--- config.mk ---
export PLATFORM = sky130hd
export DESIGN_NAME = rom_access_arbiter
export DESIGN_NICKNAME = d
export VERILOG_FILES = /design/src/rtl/rom_access_arbiter.sv
export SDC_FILE = /design/constraint.sdc
export NUM_CORES = 1
export LEC_CHECK = 0
export CAP_MARGIN = 20
export CORE_MARGIN = 2
export CORE_UTILIZATION = 40
export CTS_CLUSTER_SIZE = 12
export DETAILED_ROUTE_END_ITERATION = 8
export HOLD_SLACK_MARGIN = 0.15
export PLACE_DENSITY_LB_ADDON = 0.3
export SYNTH_ARGS = -nofsm -noshare
export SYNTH_HDL_FRONTEND = slang
export SYNTH_SLANG_ARGS = --single-unit
export TNS_END_PERCENT = 5
--- constraint.sdc ---
create_clock -name CLOCK -period 14.9 [get_ports CLOCK]
set_input_delay 2.98 -clock CLOCK [delete_from_list [all_inputs] [get_ports CLOCK]]
set_output_delay 2.98 -clock CLOCK [all_outputs]
set_load 0.01 [all_outputs]
--- src/rtl/rom_access_arbiter.sv ---
// Single-port image ROM arbiter: display reads always win the issue slot, a
// background burst reader fills idle slots, and returned words are routed by tag.
module rom_access_arbiter #(
  parameter int ROM_ADDR_BUS_WIDTH = 17,
  parameter int DATA_WIDTH         = 24,
  parameter int ROM_LATENCY        = 2,
  parameter int LEN_WIDTH          = 8,
  parameter int STARVE_LIMIT       = 64
) (
  input  logic                          CLOCK,
  input  logic                          RESET,
  input  logic                          DISP_REQ,
  input  logic [ROM_ADDR_BUS_WIDTH-1:0] DISP_ADDR,
  output logic [DATA_WIDTH-1:0]         DISP_DATA,
  output logic                          DISP_VALID,
  input  logic                          AUX_START,
  input  logic [ROM_ADDR_BUS_WIDTH-1:0] AUX_BASE,
  input  logic [LEN_WIDTH-1:0]          AUX_LEN,
  output logic                          AUX_BUSY,
  output logic [DATA_WIDTH-1:0]         AUX_DATA,
  output logic                          AUX_VALID,
  output logic                          AUX_DONE,
  output logic                          AUX_STARVED,
  output logic [ROM_ADDR_BUS_WIDTH-1:0] ROM_ADDR,
  input  logic [DATA_WIDTH-1:0]         ROM_Q
);

  localparam int SC_WIDTH = $clog2(STARVE_LIMIT + 1);
  localparam logic [SC_WIDTH-1:0] STARVE_MAX = SC_WIDTH'(STARVE_LIMIT);

  localparam logic [1:0] ST_IDLE  = 2'd0;
  localparam logic [1:0] ST_BURST = 2'd1;
  localparam logic [1:0] ST_DRAIN = 2'd2;

  logic [1:0]                    state_r;
  logic [ROM_ADDR_BUS_WIDTH-1:0] base_r;
  logic [ROM_ADDR_BUS_WIDTH-1:0] rom_addr_r;
  logic [ROM_ADDR_BUS_WIDTH-1:0] rom_addr_s;
  logic [LEN_WIDTH-1:0]          len_r;
  logic [LEN_WIDTH-1:0]          issued_r;
  logic [LEN_WIDTH-1:0]          returned_r;
  logic [ROM_LATENCY-1:0]        tag_disp_r;
  logic [ROM_LATENCY-1:0]        tag_aux_r;
  logic [SC_WIDTH-1:0]           starve_cnt_r;
  logic                          starved_r;
  logic                          aux_busy_r;
  logic                          aux_done_r;
  logic                          disp_valid_r;
  logic                          aux_valid_r;
  logic [DATA_WIDTH-1:0]         disp_data_r;
  logic [DATA_WIDTH-1:0]         aux_data_r;

  logic accept_s;
  logic aux_issue_s;
  logic denied_s;
  logic ret_disp_s;
  logic ret_aux_s;

  assign accept_s    = (state_r == ST_IDLE) && AUX_START && (AUX_LEN != '0);
  assign aux_issue_s = (state_r == ST_BURST) && !DISP_REQ;
  assign denied_s    = (state_r == ST_BURST) && DISP_REQ;
  assign ret_disp_s  = tag_disp_r[ROM_LATENCY-1];
  assign ret_aux_s   = tag_aux_r[ROM_LATENCY-1];

  // Issue-slot address mux; ROM_ADDR must show the winner in the same cycle.
  always_comb begin
    rom_addr_s = rom_addr_r;
    if (RESET) begin
      rom_addr_s = '0;
    end else if (DISP_REQ) begin
      rom_addr_s = DISP_ADDR;
    end else if (state_r == ST_BURST) begin
      rom_addr_s = base_r + ROM_ADDR_BUS_WIDTH'(issued_r);
    end else begin
      rom_addr_s = rom_addr_r;
    end
  end

  // Burst FSM with issue/return counters and the BUSY/DONE flags.
  always_ff @(posedge CLOCK or posedge RESET) begin
    if (RESET) begin
      state_r    <= ST_IDLE;
      base_r     <= '0;
      len_r      <= '0;
      issued_r   <= '0;
      returned_r <= '0;
      rom_addr_r <= '0;
      aux_busy_r <= 1'b0;
      aux_done_r <= 1'b0;
    end else begin
      rom_addr_r <= rom_addr_s;
      aux_done_r <= 1'b0;
      if (accept_s) begin
        returned_r <= '0;
      end else if (ret_aux_s) begin
        returned_r <= returned_r + LEN_WIDTH'(1);
      end else begin
        returned_r <= returned_r;
      end
      case (state_r)
        ST_IDLE: begin
          if (accept_s) begin
            state_r    <= ST_BURST;
            base_r     <= AUX_BASE;
            len_r      <= AUX_LEN;
            issued_r   <= '0;
            aux_busy_r <= 1'b1;
          end else begin
            state_r <= ST_IDLE;
          end
        end
        ST_BURST: begin
          if (aux_issue_s) begin
            issued_r <= issued_r + LEN_WIDTH'(1);
            if ((issued_r + LEN_WIDTH'(1)) == len_r) begin
              state_r <= ST_DRAIN;
            end else begin
              state_r <= ST_BURST;
            end
          end else begin
            state_r <= ST_BURST;
          end
        end
        ST_DRAIN: begin
          if (returned_r == len_r) begin
            state_r    <= ST_IDLE;
            aux_done_r <= 1'b1;
            aux_busy_r <= 1'b0;
          end else begin
            state_r <= ST_DRAIN;
          end
        end
        default: begin
          state_r    <= ST_IDLE;
          aux_busy_r <= 1'b0;
        end
      endcase
    end
  end

  // Requester tags travel alongside the ROM read so returns can be routed.
  always_ff @(posedge CLOCK or posedge RESET) begin
    if (RESET) begin
      tag_disp_r <= '0;
      tag_aux_r  <= '0;
    end else begin
      tag_disp_r[0] <= DISP_REQ;
      tag_aux_r[0]  <= aux_issue_s;
      for (int i = 1; i < ROM_LATENCY; i++) begin
        tag_disp_r[i] <= tag_disp_r[i-1];
        tag_aux_r[i]  <= tag_aux_r[i-1];
      end
    end
  end

  // Return path: capture ROM_Q for whichever requester owns this slot.
  always_ff @(posedge CLOCK or posedge RESET) begin
    if (RESET) begin
      disp_valid_r <= 1'b0;
      aux_valid_r  <= 1'b0;
      disp_data_r  <= '0;
      aux_data_r   <= '0;
    end else begin
      disp_valid_r <= ret_disp_s;
      aux_valid_r  <= ret_aux_s;
      if (ret_disp_s) begin
        disp_data_r <= ROM_Q;
      end else begin
        disp_data_r <= disp_data_r;
      end
      if (ret_aux_s) begin
        aux_data_r <= ROM_Q;
      end else begin
        aux_data_r <= aux_data_r;
      end
    end
  end

  // Starvation: count consecutive denied burst cycles; the flag is sticky until the next burst.
  always_ff @(posedge CLOCK or posedge RESET) begin
    if (RESET) begin
      starve_cnt_r <= '0;
      starved_r    <= 1'b0;
    end else if (accept_s) begin
      starve_cnt_r <= '0;
      starved_r    <= 1'b0;
    end else if (denied_s) begin
      if (starve_cnt_r != STARVE_MAX) begin
        starve_cnt_r <= starve_cnt_r + SC_WIDTH'(1);
      end else begin
        starve_cnt_r <= starve_cnt_r;
      end
      if (starve_cnt_r >= (STARVE_MAX - SC_WIDTH'(1))) begin
        starved_r <= 1'b1;
      end else begin
        starved_r <= starved_r;
      end
    end else if (aux_issue_s) begin
      starve_cnt_r <= '0;
    end else begin
      starve_cnt_r <= starve_cnt_r;
    end
  end

  assign ROM_ADDR    = rom_addr_s;
  assign DISP_DATA   = disp_data_r;
  assign DISP_VALID  = disp_valid_r;
  assign AUX_DATA    = aux_data_r;
  assign AUX_VALID   = aux_valid_r;
  assign AUX_BUSY    = aux_busy_r;
  assign AUX_DONE    = aux_done_r;
  assign AUX_STARVED = starved_r;

endmodule

-- Word level (Yosys, flattened, before mapping)
Cells that the tools add are included.
Widths: inputs -> output; s select.
- bits in registers: 124
- word-level logic and storage cells: 73
- output and inout port bits: 70
- input bits: 70
- reductions and logical operators: 17
- bitwise logic cells: 1
- $lt $le $gt $ge: 1
- add/subtract/negate cells: 4
- equal/unequal tests: 9
- mux-type cells: 25
- operators with widths (cell ; count):
    $mux 17 ; 3
    $mux 8 ; 4
    $mux 7 ; 4
    $add 17x8->17 ; 1
    $add 8x1->8 const B ; 2
    $eq 8x8->1 ; 2
    $pmux 8 s2 ; 1
    $mux 1 ; 8
    $reduce_bool 2->1 ; 4
    $reduce_bool 8->1 ; 1
    $add 7x1->7 const B ; 1
    $ge 7x6->1 const B ; 1
    $ne 7x7->1 const B ; 1
    $mux 2 ; 3
    $ne 2x2->1 const B ; 3
    $pmux 2 s3 ; 1
    $reduce_and 2->1 ; 3
    $reduce_and 3->1 ; 2
    $logic_and 1x1->1 ; 4
    $ne 3x2->1 const B ; 1
    $pmux 1 s3 ; 1
    $reduce_bool 3->1 ; 1
    $eq 2x1->1 const B ; 1
    $eq 2x2->1 const B ; 1
    other kinds (3) ; 3

-- Longest topological paths before layout
- depth in word-level cells: 5
- mapped depth: 9
- mapped depth without buffers: 9

-- Worst setup path after synthesis
Ideal clock, no wire load.
- path kind: input to output
- start point: input port RESET
- end point: output port ROM_ADDR[13]
- data arrival time: 6.380 ns
- stages on the path: 4
- data required time: 11.920 ns
- path buffers: 1
- path slack: 5.540 ns
- cells stage by stage: clkbuf_1 -> inv_1 -> and3_1 -> a221o_1
- word-level cells in the longest chain between the ends: 1
- RTL lines (element ; line ; source):
    from (decl) ; 11 ; input logic RESET,
    $mux 17 ; 68 ; if (RESET) begin
    to (decl) ; 24 ; output logic [ROM_ADDR_BUS_WIDTH-1:0] ROM_ADDR,
Every way passes these cells.

-- Final worst setup path
- start point: input port DISP_REQ
- end point: output port ROM_ADDR[11]
- word-level cells in the longest chain between the ends: 2
- RTL lines (element ; line ; source):
    from (decl) ; 12 ; input logic DISP_REQ,
    $mux 17 ; 70 ; end else if (DISP_REQ) begin
    $mux 17 ; 68 ;
Every way passes these cells.

==> results.toml <==
[clock_network]
htreeDepth = 4
holdBufCountCts = 0
cts_resized = 0
clockBufferDepth = 2
cts_made_buffers = 17
clkSlewWorstSetupHoldPaths_ns = 0.05
cts_tree = "done"
cts_num_sinks = 124
post_cts_buffers = 0
cts-root-buf = "clkbuf_16"
clock_latency_ns = 0.41

[floorplan]
io_pins = 140
chipHeight_um = 125
core_area_um2 = 14500
die-area_um2 = 15700
rows = 44
die_w_um = 125
initial_core_util_pct = 40.6

[cells_and_area]
antenna_cells = 0
mostFrequentLayoutCells = "clkdlybuf4s50_1 (139), dfrtp_1 (124), mux2_2 (71)"
utilization_pct = 56.4
drive_gt1_share_pct = 17.6
layout_commonest_cell = "clkdlybuf4s50_1"
finalInstanceArea_um2 = 8170
syn_to_final_growth_pct = 38.8
nets = 748

[route]
vias = 4593
avgRoutedWirePerCell_um = 16.5
drt_iter0_markers = 226
firstDrtPassIters = 4
drtAntennaViolNets = 0
drc = 0
via_per_inst = 5.33
wirelength_um = 14200

[global_route]
grt_pass1_vias = 4586
grt_max_degree = 78
antenna_found_initial = 0
overflow = 0
grt_pass1_wl_um = 23800
grt.total_usage_pct = 18.8

[timing]
fin_crit_ns = 9.01
setup_ws_ns = 5.89
setup_viol = 0
finalHoldViolations = 0
post-route-period-util_pct = 60.5
hold_ws_ns = 0.345
clock_skew_ns = 0.00910
max-slew-margin-rel_pct = 44.6
max_freq_mhz = 111
tns_ns = 0
rsz0062_at_grt = "false"
slew_viol_final = 0
tightest_slew_ns = 0.828

[synthesis]
synth_top_area_share_pct = 52.7
synth_top_area_cell = "dfrtp_1"
syn-cell-area_um2 = 5890
syn_avg_cell_area_um2 = 11.2
ys_async_sr_fraction_pct = 100
synth_edf_count = 0
yosys_warnings = 0
ys_seq_elements = 124
yosysSeqAreaShare_pct = 52.7
syn_nets = 609
synthTopCellsByArea = "dfrtp_1 (53%), mux2_2 (14%), xor2_1 (3.7%), nor2_1 (3.3%), ha_1 (2.6%)"
synthCells = 526
synth_flop_cell = "dfrtp_1"
synth_cell_types = 58

[power]
power_density_nw_per_um2 = 109
p_leak_nw = 3.53
max-vdd-ir-drop_mv = 0.0775

[outcome]
outcome = "complete, no violations"

[critical_path]
critical_path_required_ns = 11.92
critical_path_class = "in -> out"
cp-end-kind = "output port"
startpoint_type = "primary input"
slowest_stage = "clkdlybuf4s50_1"
cp_data_arrival_time_ns = 6.03
crit_top_cell = "clkdlybuf4s50_1"
path_cells = "clkdlybuf4s50_1 > buf_4 > nand2b_1 > clkinv_2 > a2111oi_0 > clkdlybuf4s50_1"
slowest_delay_ns = 0.67
path_max_fanout = 40

[place]
placed_area_um2 = 7440
gp_congestion = 0.842
dpl.hpwl_um = 9970
dp_slack_ns = 5.90
io_buffers = 139

[worst_hold_path]
hold_class = "reg -> reg"

[job]
cap_violations = 0
## cell families (layout without fill, tap and decap cells)
logic type	Yosys count	count (layout)	synth area share, %
AOI/OAI and AO/OA	88	88	9.82
buffers and inverters	41	192	2.85
muxes	75	75	14.3
DFF	124	124	52.7
and+or+nand+nor	148	148	11.9
xor gates and xnor gates	37	37	5.51
adders and majority gates	13	13	2.89
## routing by layer
metal / up-vias / wire (um) / GRT usage [%]
met4: 0 / 229 / 6.60
met1: 2267 / 6230 / 23.7
met2: 171 / 6930 / 31.7
met5: - / 0 / 0
li1: 2134 / - / -
met3: 21 / 835 / 4.58
## path summary, 6_finish.rpt
path | from | cells after the start | slack [ns] | end
max | DISP_REQ | 6 | 5.89 | ROM_ADDR[11]
min | tag_aux_r[0] | 0 | 0.35 | tag_aux_r[1]
max reg2reg | issued_r[0] | 9 | 12.19 | rom_addr_r[16]
min reg2reg | tag_aux_r[0] | 0 | 0.35 | tag_aux_r[1]
max in group asynchronous | RESET | 4 | 10.24 | base_r[12]
min in group asynchronous | RESET | 2 | 3.60 | rom_addr_r[8]
## power by group
group,internal [mW],switching (mW)
Combinational,0.0423,0.0280
Clock,0.321,0.145
Sequential,0.347,0.00451
## critical path, delay by kind of cell
family	cells	cell delay [ns]
buffers and inverters	4	1.87
AO/OA/AOI/OAI	1	0.66
AND/OR/NAND/NOR	1	0.50
## per-stage QoR
step	power, mW	std cells
floorplan	0.382	526
global placement	0.425	828
detailed placement	0.426	828
CTS	0.894	859
global route	0.920	861
finish	0.888	861
## state kept, by name (all words and copies together) (netlist names), 2 cells and up
| signal | flops |
|---|---|
| tag_aux_r | 2 |
| starve_cnt_r | 7 |
| AUX_DATA | 24 |
| returned_r | 8 |
| len_r | 8 |
| state_r | 2 |
| issued_r | 8 |
| tag_disp_r | 2 |
| DISP_DATA | 24 |
| base_r | 17 |
| rom_addr_r | 17 |
## Yosys cell counts, drive strengths merged (2+ instances only)
cell / n
inv: 14
o31ai: 4
nand2: 33
a21oi: 24
nand2b: 3
a211oi: 7
mux2i: 4
xnor2: 12
nand3: 14
buf: 11
a31oi: 2
o21a: 4
o21ai: 27
nor4: 6
mux2: 71
and3: 7
o21bai: 2
nor2b: 7
dfrtp: 124
a221oi: 2
nor3: 8
nor3b: 3
nand4: 7
clkbuf: 15
a21o: 3
o311ai: 2
a2111oi: 3
nor2: 52
ha: 12
xor2: 25
## layout make-up
cell class              count  area, um^2
inverters                  15        60.1
multi-input cells         361        2620
repair buffers            146        1480
clock buffers              20         457
flip-flops and latches    124        3100
fillers                  1215        6310
well taps                 184         230
clock inverters            11         215
(Power assumes the default switching activity.)
